===== src/rtl/rf_wb_arbiter_pkg.sv =====
// Shared types and constants for the register-file write-back arbiter.
package rf_wb_arbiter_pkg;

    localparam int REG_ADDR_W = 5;
    localparam int XLEN       = 32;
    localparam int NUM_REGS   = 32;

    // One register-file write port beat.
    typedef struct packed {
        logic                  we;
        logic [REG_ADDR_W-1:0] addr;
        logic [XLEN-1:0]       data;
    } wb_port_t;

    // One buffered load result waiting for the write port.
    typedef struct packed {
        logic [REG_ADDR_W-1:0] rd;
        logic [XLEN-1:0]       data;
    } lsu_entry_t;

    localparam int LSU_ENTRY_W = REG_ADDR_W + XLEN;

endpackage


===== src/rtl/rf_wb_arbiter_wb_fifo.sv =====
// Small circular buffer holding load results until the write port is free.
// Pointers are log2(DEPTH) bits wide, so they wrap modulo DEPTH naturally.
module wb_fifo #(
    parameter int DEPTH = 2,
    parameter int WIDTH = 37
) (
    input  logic                       clk,
    input  logic                       rst_n,
    input  logic                       i_push,
    input  logic                       i_pop,
    input  logic [WIDTH-1:0]           i_wdata,
    output logic [WIDTH-1:0]           o_rdata,
    output logic [$clog2(DEPTH):0]     o_count
);

    localparam int PTR_W = $clog2(DEPTH);
    localparam int CNT_W = PTR_W + 1;
    localparam logic [CNT_W-1:0] FULL_CNT = CNT_W'(DEPTH);

    logic [WIDTH-1:0] r_mem [DEPTH];
    logic [PTR_W-1:0] r_wr_ptr;
    logic [PTR_W-1:0] r_rd_ptr;
    logic [CNT_W-1:0] r_count;

    logic w_do_push;
    logic w_do_pop;

    // Guard against overflow/underflow even if the caller misbehaves.
    assign w_do_push = i_push && (r_count != FULL_CNT);
    assign w_do_pop  = i_pop  && (r_count != '0);

    // Storage has no reset: stale entries are unreachable once count is zero.
    always_ff @(posedge clk) begin
        if (w_do_push) begin
            r_mem[r_wr_ptr] <= i_wdata;
        end
    end

    // Pointer and occupancy bookkeeping; simultaneous push and pop keep the count.
    always_ff @(posedge clk or negedge rst_n) begin
        if (!rst_n) begin
            r_wr_ptr <= '0;
            r_rd_ptr <= '0;
            r_count  <= '0;
        end else begin
            if (w_do_push) begin
                r_wr_ptr <= r_wr_ptr + PTR_W'(1);
            end
            if (w_do_pop) begin
                r_rd_ptr <= r_rd_ptr + PTR_W'(1);
            end
            case ({w_do_push, w_do_pop})
                2'b10:   r_count <= r_count + CNT_W'(1);
                2'b01:   r_count <= r_count - CNT_W'(1);
                default: r_count <= r_count;
            endcase
        end
    end

    assign o_rdata = r_mem[r_rd_ptr];
    assign o_count = r_count;

endmodule


===== src/rtl/rf_wb_arbiter.sv =====
// Register-file write-back arbiter: merges fixed-latency ALU results with
// buffered load results onto one registered write port, and keeps a
// pending-load scoreboard for the decode stage.
//
// Handshake: an LSU result transfers on a rising edge where lsu_vld=1 and
// lsu_rdy=1; lsu_vld must not depend on lsu_rdy. The ALU has no ready and is
// instead throttled by alu_hold (upstream keeps alu_vld=0 while it is 1).
module rf_wb_arbiter
    import rf_wb_arbiter_pkg::*;
#(
    parameter int LSU_DEPTH = 2
) (
    input  logic                  clk,
    input  logic                  rst_n,
    input  logic                  alu_vld,
    input  logic [REG_ADDR_W-1:0] alu_rd,
    input  logic [XLEN-1:0]       alu_data,
    input  logic                  lsu_vld,
    output logic                  lsu_rdy,
    input  logic [REG_ADDR_W-1:0] lsu_rd,
    input  logic [XLEN-1:0]       lsu_data,
    input  logic                  iss_vld,
    input  logic [REG_ADDR_W-1:0] iss_rd,
    input  logic [REG_ADDR_W-1:0] chk_rs1,
    input  logic [REG_ADDR_W-1:0] chk_rs2,
    output logic                  busy1,
    output logic                  busy2,
    output logic                  alu_hold,
    output logic                  rf_we,
    output logic [REG_ADDR_W-1:0] rf_waddr,
    output logic [XLEN-1:0]       rf_wdata,
    output logic                  waw_err
);

    localparam int CNT_W = $clog2(LSU_DEPTH) + 1;
    localparam logic [CNT_W-1:0] FULL_CNT = CNT_W'(LSU_DEPTH);

    wb_port_t              r_wb;
    logic [NUM_REGS-1:0]   r_busy;
    logic                  r_waw_err;

    wb_port_t              w_wb_next;
    logic [NUM_REGS-1:0]   w_busy_set;
    logic [NUM_REGS-1:0]   w_busy_clr;
    logic [NUM_REGS-1:0]   w_busy_next;
    logic [CNT_W-1:0]      w_count;
    logic [LSU_ENTRY_W-1:0] w_head_bits;
    lsu_entry_t            w_head;
    lsu_entry_t            w_push_entry;
    logic                  w_lsu_rdy;
    logic                  w_alu_hold;
    logic                  w_push;
    logic                  w_pop;
    logic                  w_waw_hit;

    // Flow control comes only from the registered occupancy.
    assign w_lsu_rdy  = (w_count < FULL_CNT);
    assign w_alu_hold = (w_count == FULL_CNT);

    // Loads always enter the buffer; the ALU owns the port whenever it is valid.
    assign w_push       = lsu_vld && w_lsu_rdy;
    assign w_pop        = !alu_vld && (w_count != '0);
    assign w_push_entry = '{rd: lsu_rd, data: lsu_data};
    assign w_head       = lsu_entry_t'(w_head_bits);

    wb_fifo #(
        .DEPTH (LSU_DEPTH),
        .WIDTH (LSU_ENTRY_W)
    ) u_wb_fifo (
        .clk     (clk),
        .rst_n   (rst_n),
        .i_push  (w_push),
        .i_pop   (w_pop),
        .i_wdata (w_push_entry),
        .o_rdata (w_head_bits),
        .o_count (w_count)
    );

    // Select the next write-port beat; rd=0 results are consumed without a write.
    always_comb begin
        w_wb_next    = r_wb;
        w_wb_next.we = 1'b0;
        if (alu_vld) begin
            w_wb_next.we   = (alu_rd != '0);
            w_wb_next.addr = alu_rd;
            w_wb_next.data = alu_data;
        end else if (w_pop) begin
            w_wb_next.we   = (w_head.rd != '0);
            w_wb_next.addr = w_head.rd;
            w_wb_next.data = w_head.data;
        end
    end

    // Scoreboard update: issue sets, load retirement clears, set wins on overlap.
    always_comb begin
        w_busy_set = '0;
        w_busy_clr = '0;
        if (iss_vld && (iss_rd != '0)) begin
            w_busy_set[iss_rd] = 1'b1;
        end
        if (w_pop && (w_head.rd != '0)) begin
            w_busy_clr[w_head.rd] = 1'b1;
        end
        w_busy_next = (r_busy & ~w_busy_clr) | w_busy_set;
    end

    // An ALU write over a pending load, or an ALU write ignoring alu_hold, is a protocol error.
    assign w_waw_hit = alu_vld && (((alu_rd != '0) && r_busy[alu_rd]) || w_alu_hold);

    // Registered write port, scoreboard and sticky error flag.
    always_ff @(posedge clk or negedge rst_n) begin
        if (!rst_n) begin
            r_wb      <= '0;
            r_busy    <= '0;
            r_waw_err <= 1'b0;
        end else begin
            r_wb      <= w_wb_next;
            r_busy    <= w_busy_next;
            r_waw_err <= r_waw_err | w_waw_hit;
        end
    end

    assign lsu_rdy  = w_lsu_rdy;
    assign alu_hold = w_alu_hold;
    assign busy1    = r_busy[chk_rs1] & (chk_rs1 != '0);
    assign busy2    = r_busy[chk_rs2] & (chk_rs2 != '0);
    assign rf_we    = r_wb.we;
    assign rf_waddr = r_wb.addr;
    assign rf_wdata = r_wb.data;
    assign waw_err  = r_waw_err;

endmodule


===== config.mk =====
export PLATFORM = sky130hd
export DESIGN_NAME = rf_wb_arbiter
export DESIGN_NICKNAME = d
export VERILOG_FILES = /design/src/rtl/rf_wb_arbiter_pkg.sv /design/src/rtl/rf_wb_arbiter_wb_fifo.sv /design/src/rtl/rf_wb_arbiter.sv
export SDC_FILE = /design/constraint.sdc
export NUM_CORES = 1
export LEC_CHECK = 0
export ABC_AREA = 1
export CAP_MARGIN = 10
export CORE_MARGIN = 1
export CORE_UTILIZATION = 40
export DETAILED_ROUTE_END_ITERATION = 10
export PLACE_DENSITY = 0.66
export SYNTH_ARGS = -nofsm -noshare
export SYNTH_HDL_FRONTEND = slang
export SYNTH_SLANG_ARGS = --single-unit

===== constraint.sdc =====
create_clock -name clk -period 7.8 [get_ports clk]
set_input_delay 1.95 -clock clk [delete_from_list [all_inputs] [get_ports clk]]
set_output_delay 1.95 -clock clk [all_outputs]
set_load 0.01 [all_outputs]

==> metrics.md <==
| Metric | Value |
|---|---|
| Number of global-route vias before repair | `5478` |
| Global-route wire length before repair | `~28000 um` |
| Yosys reg bits | `149` |
| Worst hold slack | `0.4619 ns` |
| WL per Instance | `about 17 um` |
| Starting Density | `around two fifths` |
| Synth area leader | `edfxtp_1` |
| VDD IR max | `~0.19 mV` |
| Pleak | `3.498 nW` |
| Final TNS setup | `0 ns` |
| H-tree depth | `4` |
| Worst-margin pin slew | `~1.1 ns` |
| Asr flop ratio synth | `50.34%` |
| Gpl congestion | `0.8907` |
| Hold_buf cts | `0` |
| Hold crit path type | `register to register` |
| Die width | `approximately 130 um` |
| Crit end category | `output pin` |
| Count of flip-flops with a built-in enable after synthesis | `74` |
| Synth cell count leaders | `nand2_1 (148), dfrtp_1 (75), edfxtp_1 (74), o21ai_0 (70), nand3_1 (49)` |
| Yosys warns | `0` |
| CTS Buf Count | `17` |
| Min-delay src | `r_busy[0]` |
| Clock slew at reported path FFs | `0.06 ns` |
| Setup Skew | `roughly 0.011 ns` |
| RSZ-0062 raised after global routing | `no` |
| CTS Root Buffer Type | `clkbuf_16` |
| Top delay family on crit path | `buffers and inverters` |
| Worst rel slew slack | `between 20% and 30%` |
| Kind of critical path | `primary input to output pin` |
| Dominant cells by area after synthesis | `edfxtp_1 (32%), dfrtp_1 (27%), nand2_1 (8.1%), o21ai_0 (5.1%), o211ai_1 (4.7%)` |
| Post-CTS setup buffers | `0` |
| Clk sinks | `149` |
| Antenna violations before repair | `0` |
| Reg2reg start | `u_wb_fifo.r_rd_ptr` |
| Max clock buf depth | `2` |
| Die ar. | `around 0.018 mm^2` |
| Gr usage total | `a little over a fifth` |
| CTS tree | `built` |
| WP buf/inv | `3` |
| DR vias | `about 5500` |
| Ys flop type | `dfrtp_1` |
| Status | `finished, final reports clean` |
| CORE AREA | `between 0.015 and 0.02 mm^2` |
| DR iter-0 viols | `approximately 470` |
| Cell Area, Synth | `approximately 0.0069 mm^2` |
| Fmax | `between 0.15 and 0.2 GHz` |
| CP max stage cell | `clkdlybuf4s50_1` |
| Place WS | `~1.6 ns` |
| Global route overflow | `0` |
| Hold Path End | `r_busy[0]` |
| Post-cts sizing count | `0` |
| Max incr delay on CP | `about 0.86 ns` |
| Drc violations | `0` |
| Layout Nets | `891` |
| Crit path cell chain | `clkdlybuf4s50_1 > inv_1 > nor2_1 > o21ai_0 > nand3_1 > nand3_1 > nand2_1 > o21ai_0 > clkdlybuf4s50_1` |
| Post-Layout Cell Count | `about 1000` |
| Post-Synthesis Cells | `approximately 670` |
| Pwr/cell area | `roughly 330 mW/mm^2` |
| Reg2reg path depth | `7` |
| Max cap viols | `0` |
| Fin. max-slew vios | `0` |
| Net Count, Synth | `approximately 770` |
| Synth top area share | `roughly a third` |
| Final Util | `between 50 and 60%` |
| FF-to-FF End | `r_busy[7]` |
| Area grow syn2layout | `29.70%` |
| Worst hold path cell count | `0` |
| Mapped Avg Cell Area | `~10 um^2` |
| Fin worst setup slack | `between 1.5 and 2 ns` |
| Standard-cell rows | `between 40 and 50` |
| CP Launch Type | `primary input` |
| Final worst-path cycle share | `between 80% and 90%` |
| Endpoints failing hold | `0` |
| Die height | `approximately 130 um` |
| WP data required | `slightly below 6 ns` |
| Post-synthesis sequential area ratio | `approximately three fifths` |
| Clk_lat worst skew | `between 0.4 and 0.5 ns` |
| Aggregate routed wire length | `roughly 18000 um` |
| Antenna Nets Post-Route | `0` |
| Most common cell in the synthesized netlist | `nand2_1` |
| Drt pass-1 iters | `5` |
| Synth cell types | `34` |
| IO Port Bufs | `approximately 140` |
| WP data arrival | `around 4.3 ns` |
| Layout cells sized above 1 | `approximately 6.4%` |
| Via/cell ratio | `5.321` |
| Largest net degree at the start of global routing | `between 70 and 80` |
| CP max FO | `30` |
| Crit path time final | `6.268 ns` |
| Final count of negative-setup-slack endpoints | `0` |
| ANT cells | `0` |
| FF-to-FF setup slack | `5.40 ns` |
| Dpl hpwl | `about 12000 um` |
| # placed instances | `roughly 1000` |
| I/O Pins | `approximately 140` |
layer usage:
metal / GRT usage, % / share of wire, %
met4: 5.939 / 1.2
met1: 26.86 / 43
met5: 0 / 0
met2: 33.68 / 46
met3: 7.126 / 9.1
cell families after synthesis:
kind of cell,share of synthesized area [%]
adder cells (fa/ha/maj),0.1821
AND/OR/NAND/NOR,15.08
flip-flops,59.66
buffers and inverters,5.482
multiplexers,4.662
AO/OA/AOI/OAI,14.42
XOR/XNOR,0.5100
cell usage in the layout (no fill, tap or decap), drive strengths merged:
| cell | n |
|---|---|
| inv | 51 |
| clkbuf | 22 |
| clkinvlp | 2 |
| o21a | 3 |
| edfxtp | 74 |
| xor2 | 3 |
| mux2i | 32 |
| a21oi | 17 |
| o21ai | 94 |
| o221ai | 2 |
| xnor2 | 1 |
| buf | 3 |
| dfrtp | 75 |
| clkinv | 5 |
| bufinv | 2 |
| o211ai | 43 |
| nor3 | 4 |
| nand3 | 49 |
| a221o | 2 |
| o31ai | 4 |
| clkdlybuf4s50 | 135 |
| nand2 | 151 |
| nor2 | 26 |
| nand4 | 8 |
| ha | 1 |
worst max-delay path by stage:
stage          startpoint    end  cells past startpoint
2_1_floorplan  chk_rs2[1]  busy2                      8
3_3_place_gp   chk_rs1[0]  busy1                      9
3_5_place_dp   chk_rs2[0]  busy2                      9
4_1_cts        chk_rs2[0]  busy2                      9
5_1_grt        chk_rs2[0]  busy2                      9
6_report       chk_rs1[0]  busy1                      9
area by class of cell:
cell class / count / area [um^2]
clock buffers: 22 / 454.2
clock inverters: 10 / 107.6
fillers: 1483 / 7790
inverters: 50 / 190.2
multi-input cells: 440 / 2410
flip-flops and latches: 149 / 4100
well taps: 220 / 275.3
repair buffers: 138 / 1374
per-stage QoR:
stage	cell area (um^2)	total power [mW]
floorplan	6870	1.769
global placement	8349	2.143
detailed placement	8349	2.176
CTS	8911	2.960
global route	8911	3.112
finish	8911	2.947
where the power goes:
part	internal, mW	switching, mW	total [mW]
clock	0.476	0.301	0.778
sequential	1.07	0.192	1.26
combinational	0.398	0.509	0.907
registers in the layout, summed over array words and instances, names as in the netlist:
signal	cells
waw_err	1
rf_wdata	32
u_wb_fifo.r_wr_ptr	1
u_wb_fifo.r_mem	74
rf_we	1
r_busy	32
u_wb_fifo.o_count	2
rf_waddr	5
u_wb_fifo.r_rd_ptr	1
No activity file was read; power rests on OpenSTA's default activity.
